==> config.mk <==
export PLATFORM = sky130hd
export DESIGN_NAME = quiz_expr_gen
export DESIGN_NICKNAME = d
export VERILOG_FILES = /design/src/rtl/quiz_pkg.sv /design/src/rtl/quiz_expr_gen_lfsr16.sv /design/src/rtl/quiz_expr_gen.sv
export SDC_FILE = /design/constraint.sdc
export NUM_CORES = 1
export LEC_CHECK = 0
export ABC_CLOCK_PERIOD_IN_PS = 18500
export CAP_MARGIN = 20
export CORE_ASPECT_RATIO = 0.5
export CORE_MARGIN = 10
export CORE_UTILIZATION = 55
export CTS_CLUSTER_SIZE = 12
export DETAILED_ROUTE_END_ITERATION = 8
export DONT_BUFFER_PORTS = 1
export GPL_ROUTABILITY_DRIVEN = 0
export PLACE_DENSITY = 0.7
export SYNTH_ARGS = -nofsm -noshare
export SYNTH_HDL_FRONTEND = slang
export SYNTH_SLANG_ARGS = --single-unit
==> constraint.sdc <==
create_clock -name clk -period 18.5 [get_ports clk]
set_input_delay 3.7 -clock clk [delete_from_list [all_inputs] [get_ports clk]]
set_output_delay 3.7 -clock clk [all_outputs]
set_load 0.1 [all_outputs]
==> src/rtl/quiz_pkg.sv <==
`default_nettype none
// ============================================================================
//  Module      : quiz_pkg
//  Description : Shared opcodes, answer width and FSM state encoding for the
//                quiz expression generator.
//  Revision    : 1.0  initial release
// ============================================================================
package quiz_pkg;

  // Operator codes as shown on the display, in LFSR op-field order
  localparam logic [3:0] OP_ADD = 4'hA;
  localparam logic [3:0] OP_SUB = 4'hB;
  localparam logic [3:0] OP_MUL = 4'hC;
  localparam logic [3:0] OP_DIV = 4'hD;

  // Largest possible answer is 9*9 = 81, which fits in 7 bits
  localparam int ANS_W = 7;

  typedef enum logic [1:0] {
    S_IDLE  = 2'd0,
    S_DRAW  = 2'd1,
    S_CHECK = 2'd2,
    S_HOLD  = 2'd3
  } state_t;

  // Map the 2-bit op field (0 add, 1 sub, 2 mul, 3 div) to its display code
  function automatic logic [3:0] op_code(input logic [1:0] op);
    return OP_ADD + {2'b00, op};
  endfunction

endpackage
`default_nettype wire

==> src/rtl/quiz_expr_gen_lfsr16.sv <==
`default_nettype none
// ============================================================================
//  Module      : lfsr16
//  Description : 16-bit right-shifting Galois LFSR that advances only when
//                enabled. A zero seed is replaced by 1 to avoid lock-up.
//  Revision    : 1.0  initial release
// ============================================================================
module lfsr16 #(
  parameter logic [15:0] SEED = 16'hACE1,
  parameter logic [15:0] TAPS = 16'hB400
) (
  input  logic        clk,
  input  logic        rst,
  input  logic        en,
  output logic [15:0] q
);

  localparam logic [15:0] c_seed = (SEED == 16'h0000) ? 16'h0001 : SEED;

  logic [15:0] r_q;
  logic [15:0] w_next;

  assign w_next = r_q[0] ? ((r_q >> 1) ^ TAPS) : (r_q >> 1);

  // Shift register: load seed on reset, step once per enabled cycle
  always_ff @(posedge clk) begin
    if (rst) begin
      r_q <= c_seed;
    end else if (en) begin
      r_q <= w_next;
    end
  end

  assign q = r_q;

endmodule
`default_nettype wire

==> src/rtl/quiz_expr_gen.sv <==
`default_nettype none
// ============================================================================
//  Module      : quiz_expr_gen
//  Description : Draws random arithmetic quiz expressions {A, op, B} from an
//                LFSR, rejects disabled/inexact/repeated candidates, falls
//                back to addition after a bounded number of retries, and
//                presents the result to the consumer with a req/ack handshake.
//  Revision    : 1.0  initial release
// ============================================================================
module quiz_expr_gen
  import quiz_pkg::*;
#(
  parameter logic [15:0] SEED        = 16'hACE1,
  parameter logic [15:0] TAPS        = 16'hB400,
  parameter int          MAX_OPERAND = 9,
  parameter logic [3:0]  OP_MASK     = 4'b1111,
  parameter int          LINES       = 3,
  parameter int          MAX_RETRY   = 15,
  parameter bit          NO_REPEAT   = 1'b1
) (
  input  logic             clk,
  input  logic             rst,
  input  logic             req,
  input  logic             ack,
  output logic             valid,
  output logic             busy,
  output logic [11:0]      exp,
  output logic [1:0]       line,
  output logic [ANS_W-1:0] answer,
  output logic             fallback
);

  localparam logic [5:0] c_max_op    = 6'(MAX_OPERAND);
  localparam logic [2:0] c_lines     = 3'(LINES);
  localparam logic [7:0] c_max_retry = 8'(MAX_RETRY);

  state_t           r_state;
  logic             r_valid;
  logic             r_busy;
  logic [11:0]      r_exp;
  logic [1:0]       r_line;
  logic [ANS_W-1:0] r_answer;
  logic             r_fallback;
  logic [7:0]       r_retry;
  logic [11:0]      r_last;

  logic [15:0]      w_lfsr;
  logic             w_adv;

  // The LFSR is frozen outside DRAW, so during CHECK it still holds the
  // post-advance value the candidate is derived from.
  assign w_adv = (r_state == S_DRAW);

  lfsr16 #(
    .SEED (SEED),
    .TAPS (TAPS)
  ) u_lfsr (
    .clk (clk),
    .rst (rst),
    .en  (w_adv),
    .q   (w_lfsr)
  );

  logic [5:0]       w_a6;
  logic [5:0]       w_b6;
  logic [2:0]       w_ln3;
  logic [3:0]       w_a;
  logic [3:0]       w_b;
  logic [1:0]       w_op;
  logic [1:0]       w_ln;
  logic             w_swap;
  logic [3:0]       w_x;
  logic [3:0]       w_y;
  logic [ANS_W-1:0] w_x7;
  logic [ANS_W-1:0] w_y7;
  logic [ANS_W-1:0] w_ans;
  logic [3:0]       w_rem;
  logic [11:0]      w_exp;
  logic             w_reject;
  logic [11:0]      w_fb_exp;
  logic [ANS_W-1:0] w_fb_ans;

  // Candidate fields from the current LFSR value
  assign w_a6  = (w_lfsr[5:0]  % c_max_op) + 6'd1;
  assign w_b6  = (w_lfsr[11:6] % c_max_op) + 6'd1;
  assign w_ln3 = {1'b0, w_lfsr[15:14]} % c_lines;
  assign w_a   = w_a6[3:0];
  assign w_b   = w_b6[3:0];
  assign w_op  = w_lfsr[13:12];
  assign w_ln  = w_ln3[1:0];

  // Subtraction with a<b swaps operands so the answer is never negative
  assign w_swap = (w_op == 2'd1) && (w_a < w_b);
  assign w_x    = w_swap ? w_b : w_a;
  assign w_y    = w_swap ? w_a : w_b;
  assign w_x7   = {3'b000, w_x};
  assign w_y7   = {3'b000, w_y};

  // Exact answer for the (possibly swapped) candidate
  always_comb begin
    w_ans = '0;
    case (w_op)
      2'd0:    w_ans = w_x7 + w_y7;
      2'd1:    w_ans = w_x7 - w_y7;
      2'd2:    w_ans = w_x7 * w_y7;
      default: w_ans = w_x7 / w_y7;
    endcase
  end

  // b is always at least 1, so the remainder never divides by zero
  assign w_rem    = w_a % w_b;
  assign w_exp    = {w_x, op_code(w_op), w_y};
  assign w_reject = !OP_MASK[w_op]
                  || ((w_op == 2'd3) && (w_rem != 4'd0))
                  || (NO_REPEAT && (w_exp == r_last));

  // Retry-exhaustion result: plain addition of the unswapped operands
  assign w_fb_exp = {w_a, OP_ADD, w_b};
  assign w_fb_ans = {3'b000, w_a} + {3'b000, w_b};

  // Control FSM with registered outputs
  always_ff @(posedge clk) begin
    if (rst) begin
      r_state    <= S_IDLE;
      r_valid    <= 1'b0;
      r_busy     <= 1'b0;
      r_exp      <= '0;
      r_line     <= '0;
      r_answer   <= '0;
      r_fallback <= 1'b0;
      r_retry    <= '0;
      r_last     <= '0;
    end else begin
      case (r_state)
        S_IDLE: begin
          if (req) begin
            r_state <= S_DRAW;
            r_busy  <= 1'b1;
            r_retry <= '0;
          end
        end
        S_DRAW: begin
          r_state <= S_CHECK;
        end
        S_CHECK: begin
          if (!w_reject) begin
            r_exp      <= w_exp;
            r_line     <= w_ln;
            r_answer   <= w_ans;
            r_fallback <= 1'b0;
            r_last     <= w_exp;
            r_valid    <= 1'b1;
            r_busy     <= 1'b0;
            r_state    <= S_HOLD;
          end else if (r_retry == c_max_retry) begin
            r_exp      <= w_fb_exp;
            r_line     <= w_ln;
            r_answer   <= w_fb_ans;
            r_fallback <= 1'b1;
            r_last     <= w_fb_exp;
            r_valid    <= 1'b1;
            r_busy     <= 1'b0;
            r_state    <= S_HOLD;
          end else begin
            r_retry <= r_retry + 8'd1;
            r_state <= S_DRAW;
          end
        end
        S_HOLD: begin
          // Outputs stay frozen until the consumer acknowledges
          if (ack) begin
            r_valid <= 1'b0;
            if (req) begin
              r_state <= S_DRAW;
              r_busy  <= 1'b1;
              r_retry <= '0;
            end else begin
              r_state <= S_IDLE;
            end
          end
        end
        default: begin
          r_state <= S_IDLE;
        end
      endcase
    end
  end

  assign valid    = r_valid;
  assign busy     = r_busy;
  assign exp      = r_exp;
  assign line     = r_line;
  assign answer   = r_answer;
  assign fallback = r_fallback;

endmodule
`default_nettype wire
==> results.py, run 1 <==
metrics = {
    "clock_network": {
        "cts-hold-fix-buffers": 0,
        "cts.sinks": 50,
        "numCtsBuffers": 5,
        "cts_tree": "yes",
        "cts_resized": 0,
        "root_buffer": "clkbuf_16",
        "clk_pin_slew_ns": 0.08,
        "clk_latency_ns": 0.31,
        "htree_num_levels": 2,
        "cts_setup_buffers": 0,
        "clockBufferDepth": 2,
    },
    "worst_setup_path": {
        "critical_path.most_common_cell": "ha_1",
        "slowest_delay_ns": 0.75,
        "path_max_fanout": 21,
        "critPathCaptureType": "flop",
        "slowest_stage": "a21oi_2",
        "required_ns": 18.68,
        "critPathLaunchType": "flop",
        "arrival_ns": 15.73,
        "r2r_slack_ns": 2.95,
        "worstSetupPathType": "reg2reg",
    },
    "routing": {
        "drt_iter0_drc": 530,
        "ant_nets": 0,
        "dr.pass1.iters": 6,
        "num_vias": 6224,
        "route.detailed.drc": 0,
        "wl_per_cell_um": 17.9,
        "via_per_inst": 6.34,
        "drt-total-wl_um": 17500,
    },
    "timing": {
        "hold_viol": 0,
        "tightest_slew_ns": 1.11,
        "max_slew_margin_pct": 25.9,
        "setup_tns_ns": 0,
        "rsz0062_at_grt": "false",
        "skew_ns": 0.00990,
        "finalMaxSlewViolations": 0,
        "setup_viol": 0,
        "min_period_ns": 15.55,
        "max_freq_mhz": 64.3,
        "period_share_pct": 84.0,
    },
    "synthesis": {
        "synthSimpleGateAreaFrac_pct": 24.0,
        "synth_fa_ha_area_share_pct": 15.8,
        "yosys-mux-area-fraction_pct": 5.45,
        "ys_warn_count": 0,
        "yosysSeqAreaShare_pct": 15.5,
        "synth-edff-count": 0,
        "ys_types": 99,
        "synth_xor_area_share_pct": 5.39,
        "synth_top_family_by_area": "compound AO/OA/AOI/OAI gates",
        "synth_ff_type": "dfxtp_1",
        "synth_compound_gate_area_share_pct": 27.5,
        "synthArstFlopShare_pct": 0,
        "avgSynthCellArea_um2": 7.69,
        "synth_cells": 838,
        "ys_seq_elements": 50,
        "synth_area_mm2": 0.00645,
    },
    "floorplan": {
        "start_util_pct": 57.5,
        "rows": 27,
        "die_h_um": 96.6,
        "fp.dieArea_mm2": 0.0167,
        "num_io_pins": 28,
        "die_w_um": 173,
        "core-area_mm2": 0.0112,
    },
    "global_routing": {
        "grt_max_degree": 37,
        "overflow": 0,
        "grt_pass1_vias": 5556,
        "track_usage_pct": 20.5,
        "grt_pass1_wl_um": 28600,
        "grt_antenna_before_repair": 0,
    },
    "layout": {
        "layout-area-overhead-vs-synth_pct": 4.19,
        "drive_gt1_share_pct": 6.93,
        "final_cells": 981,
        "antennaDiodeCount": 0,
        "nNetsFinal": 902,
    },
    "placement": {
        "portBuffers": 0,
        "dpl.hpwl_um": 13300,
        "post-place-cells": 972,
    },
    "run": {
        "max_cap_viol_count": 0,
    },
    "status": {
        "outcome": "complete, no violations",
    },
    "worst_hold_path": {
        "hp-class": "reg2reg",
    },
}
## per-layer routing
| metal | wire length (um) | track usage [%] | up-vias | part of all wire, % |
|---|---|---|---|---|
| met5 | 0 | 0 | - | 0 |
| met4 | 336 | 5.63 | 0 | 1.9 |
| met3 | 1180 | 2.79 | 28 | 6.7 |
| met2 | 7840 | 34.8 | 209 | 45 |
| met1 | 8180 | 27.1 | 2921 | 47 |
| li1 | - | - | 3066 | - |
## placed cells by master, fill, tap and decap left out, types with 4 or more instances in the layout
cell type,n
a211oi_1,5
a21o_1,19
a21oi_1,46
a221oi_1,10
a22oi_1,6
a31oi_1,13
and2_1,10
buf_4,7
clkbuf_16,5
dfxtp_1,50
fa_1,6
ha_1,71
inv_1,59
mux2_2,4
mux2i_1,25
nand2_1,70
nand2b_1,14
nand3_1,29
nand4_1,10
nor2_1,77
nor2b_1,11
nor3_1,27
nor3b_1,6
nor4_1,11
o211ai_1,11
o21a_1,9
o21ai_0,35
o21bai_1,4
o2bb2ai_1,5
o31ai_1,11
o32ai_1,4
or2_2,6
or3_1,10
xnor2_1,20
xor2_1,12
## sequential cells by signal (all words and copies together) (netlist names)
register	cells
busy	1
r_retry	8
u_lfsr.q	16
fallback	1
line	2
valid	1
r_state	2
r_last	12
answer	7
## layout make-up
| cell class | instances | area, um^2 |
|---|---|---|
| clock buffers | 5 | 125 |
| clock inverters | 3 | 43.8 |
| fillers | 1048 | 4500 |
| inverters | 63 | 239 |
| multi-input cells | 693 | 5050 |
| flip-flops and latches | 50 | 1000 |
| well taps | 159 | 199 |
| repair buffers | 8 | 63.8 |
## synth_stat cells (all sizes together), types with 4 or more instances
master,count,area [um^2]
or2,6,37.5
xor2,12,105
o21bai,5,48.8
o2bb2ai,5,43.8
inv,62,235
fa,6,120
dfxtp,50,1000
and2,10,62.6
buf,18,109
mux2,5,56.3
o211ai,11,82.6
nand2b,15,96.3
xnor2,22,219
a21o,19,143
nor2b,11,68.8
a31oi,13,81.3
a211oi,6,50.1
a2111oi,4,66.3
o31ai,11,82.6
nor4,13,93.8
nor2,77,289
a21oi,48,248
a31o,5,43.8
o32ai,4,35.0
nand2,70,263
o21ai,37,189
a21boi,4,41.3
nor3b,6,45.0
clkbuf,16,60.1
a221oi,11,103
mux2i,25,250
nand3,30,155
nor3,29,155
or3,10,62.6
a22oi,6,45.0
ha,71,888
o21a,9,67.6
nand4,10,62.6
## metrics by stage
stage               hold slack, ns  utilization, %  setup slack, ns  cell area [um^2]
detailed placement           0.474            58.3             3.23              6540
CTS                          0.480            59.8             3.16              6710
global route                 0.511            59.9             1.69              6720
global placement             0.460            58.3             3.91              6540
finish                       0.477            59.9             2.95              6720
floorplan                    0.447               -             5.49              6450
## path summary, 6_finish.rpt
kind,start,to,cells past startpoint
worst max-delay path,u_lfsr.q[2],answer[0],65
worst min-delay path,r_retry[7],r_retry[7],2
worst max register to register,u_lfsr.q[2],answer[0],65
worst min register to register,r_retry[7],r_retry[7],2
## critical path: cells and delay by family (launching register included)
family | cells | cell delay (ns)
mux | 1 | 0.24
xor+xnor | 2 | 0.89
simple gates | 23 | 4.14
flops | 1 | 0.51
fa+ha+maj | 10 | 3.01
buf+inv | 6 | 1.27
compound gates | 23 | 5.37
## kinds of logic after synthesis
logic type,count (synthesis)
XOR/XNOR,35
adder cells (fa/ha/maj),78
multiplexers,32
flip-flops,50
buffers and inverters,97
AND/OR/NAND/NOR,305
AO/OA/AOI/OAI,240
other,1
Power of run 1 is not shown: default switching activity piles up to over one toggle a cycle in this logic, so the estimate is an artifact.
==> inputs of run 2 (changes only) <==
--- a/config.mk
+++ b/config.mk
@@ -5,7 +5,7 @@
 export SDC_FILE = /design/constraint.sdc
 export NUM_CORES = 1
 export LEC_CHECK = 0
-export ABC_CLOCK_PERIOD_IN_PS = 18500
+export ABC_CLOCK_PERIOD_IN_PS = 13900
 export CAP_MARGIN = 20
 export CORE_ASPECT_RATIO = 0.5
 export CORE_MARGIN = 10
@@ -14,7 +14,7 @@
 export DETAILED_ROUTE_END_ITERATION = 8
 export DONT_BUFFER_PORTS = 1
 export GPL_ROUTABILITY_DRIVEN = 0
-export PLACE_DENSITY = 0.7
+export PLACE_DENSITY = 0.73
 export SYNTH_ARGS = -nofsm -noshare
 export SYNTH_HDL_FRONTEND = slang
 export SYNTH_SLANG_ARGS = --single-unit
==> constraint.sdc (replaced) <==
create_clock -name clk -period 13.9 [get_ports clk]
set_input_delay 2.78 -clock clk [delete_from_list [all_inputs] [get_ports clk]]
set_output_delay 2.78 -clock clk [all_outputs]
set_load 0.1 [all_outputs]
==> results.py, run 2 (synthesis gave the netlist of run 1 again) <==
metrics = {
    "timing": {
        "setup_tns_ns": 0,
        "tightest_slew_ns": 1.14,
        "skew_ns": 0.00593,
        "period_share_pct": 92.5,
        "min_period_ns": 12.85,
        "setup_viol": 0,
        "max_slew_margin_pct": 24.2,
        "hold_viol": 0,
        "max_freq_mhz": 77.8,
        "finalMaxSlewViolations": 0,
    },
    "routing": {
        "route.detailed.drc": 0,
        "drt-total-wl_um": 18000,
        "wl_per_cell_um": 18.1,
        "dr.pass1.iters": 6,
        "drt_iter0_drc": 582,
        "via_per_inst": 6.37,
        "ant_nets": 0,
        "num_vias": 6343,
    },
    "worst_hold_path": {
        "hp-start": "r_retry[7]",
        "holdPathStages": 2,
        "hold_end": "r_retry[7]",
        "hp-class": "reg2reg",
    },
    "worst_setup_path": {
        "worstSetupPathType": "reg2reg",
        "path_max_fanout": 10,
        "required_ns": 14.07,
        "worstRegToRegCells": 68,
        "critPathLaunchType": "flop",
        "slowest_stage": "dfxtp_2",
        "crit-reg2reg-capture": "answer[0]",
        "arrival_ns": 13.03,
        "regToRegStartpoint": "u_lfsr.q[2]",
        "r2r_slack_ns": 1.05,
        "critPathCaptureType": "flop",
        "slowest_delay_ns": 0.43,
        "critical_path.most_common_cell": "ha_1",
    },
    "clock_network": {
        "cts_tree": "yes",
        "clockBufferDepth": 2,
        "clk_latency_ns": 0.30,
        "cts.sinks": 50,
        "htree_num_levels": 2,
        "numCtsBuffers": 5,
        "clk_pin_slew_ns": 0.08,
        "root_buffer": "clkbuf_16",
    },
    "global_routing": {
        "overflow": 0,
        "grt_pass1_wl_um": 29000,
        "grt_pass1_vias": 5574,
        "track_usage_pct": 20.7,
        "grt_antenna_before_repair": 0,
        "grt_max_degree": 37,
    },
    "floorplan": {
        "die_h_um": 96.6,
        "rows": 27,
        "start_util_pct": 57.5,
        "core-area_mm2": 0.0112,
        "die_w_um": 173,
        "fp.dieArea_mm2": 0.0167,
        "num_io_pins": 28,
    },
    "layout": {
        "largest_reg_flops": 16,
        "antennaDiodeCount": 0,
        "fill_cells": 1016,
        "drive_gt1_share_pct": 9.93,
        "layout_commonest_cell": "nor2_1",
        "layout-area-overhead-vs-synth_pct": 6.73,
        "final_cell_mix": "nor2_1, nand2_1, ha_1, inv_1, dfxtp_1",
        "nNetsFinal": 916,
        "final_cells": 995,
    },
    "run": {
        "max_cap_viol_count": 0,
    },
    "placement": {
        "post-place-cells": 982,
        "dpl.hpwl_um": 13600,
        "portBuffers": 0,
    },
    "status": {
        "outcome": "complete, no violations",
    },
}
## run 2: layout make-up
class	count	area (um^2)	share of cell area, %
Clock buffer	5	125	1.82
Multi-Input combinational cell	693	5080	73.9
Timing Repair Buffer	22	176	2.56
Inverter	63	243	3.53
Sequential cell	50	1000	14.6
Clock inverter	3	48.8	0.709
Tap cell	159	199	2.89
## run 2: timing repair
| action | CTS | global route |
|---|---|---|
| setup endpoints to repair | 0 | 2 |
| hold buffers | 0 | 0 |
| buffers inserted | 0 | 4 |
| gates resized for setup | 0 | 17 |
## run 2: critical path, delay by kind of cell (launching register included)
kind | cells | cell delay (ns)
compound gates | 24 | 4.13
fa+ha+maj | 10 | 2.77
buf+inv | 8 | 1.03
simple gates | 23 | 3.66
mux | 1 | 0.26
xor+xnor | 2 | 0.41
flops | 1 | 0.43
## run 2: how the worst max path moves through the flow
stage,startpoint,end,slack (ns),depth (start not counted)
final,u_lfsr.q[2],answer[0],1.05,68
after detailed placement,u_lfsr.q[2],answer[0],0.16,67
after CTS,u_lfsr.q[2],answer[0],0.13,67
after global routing,u_lfsr.q[3],answer[0],-0.01,69
after global placement,u_lfsr.q[2],answer[0],0.75,67
after floorplan,u_lfsr.q[2],answer[0],0.89,70
## run 2: layer usage
metal | share of wire, % | track usage, %
met4 | 1.9 | 5.49
met3 | 8.7 | 4.14
met1 | 47 | 28.5
met2 | 42 | 32.7
met5 | 0 | 0
## run 2: metrics by stage
| stage | setup WS, ns | hold slack, ns | utilization (%) | area, um^2 |
|---|---|---|---|---|
| finish | 1.05 | 0.485 | 61.4 | 6880 |
| global route | -0.0135 | 0.517 | 61.4 | 6880 |
| CTS | 0.128 | 0.485 | 60.5 | 6790 |
| detailed placement | 0.159 | 0.474 | 59.0 | 6610 |
| global placement | 0.748 | 0.464 | 59.0 | 6610 |
| floorplan | 0.893 | 0.447 | - | 6450 |
Power of run 2 is left out for the same reason.
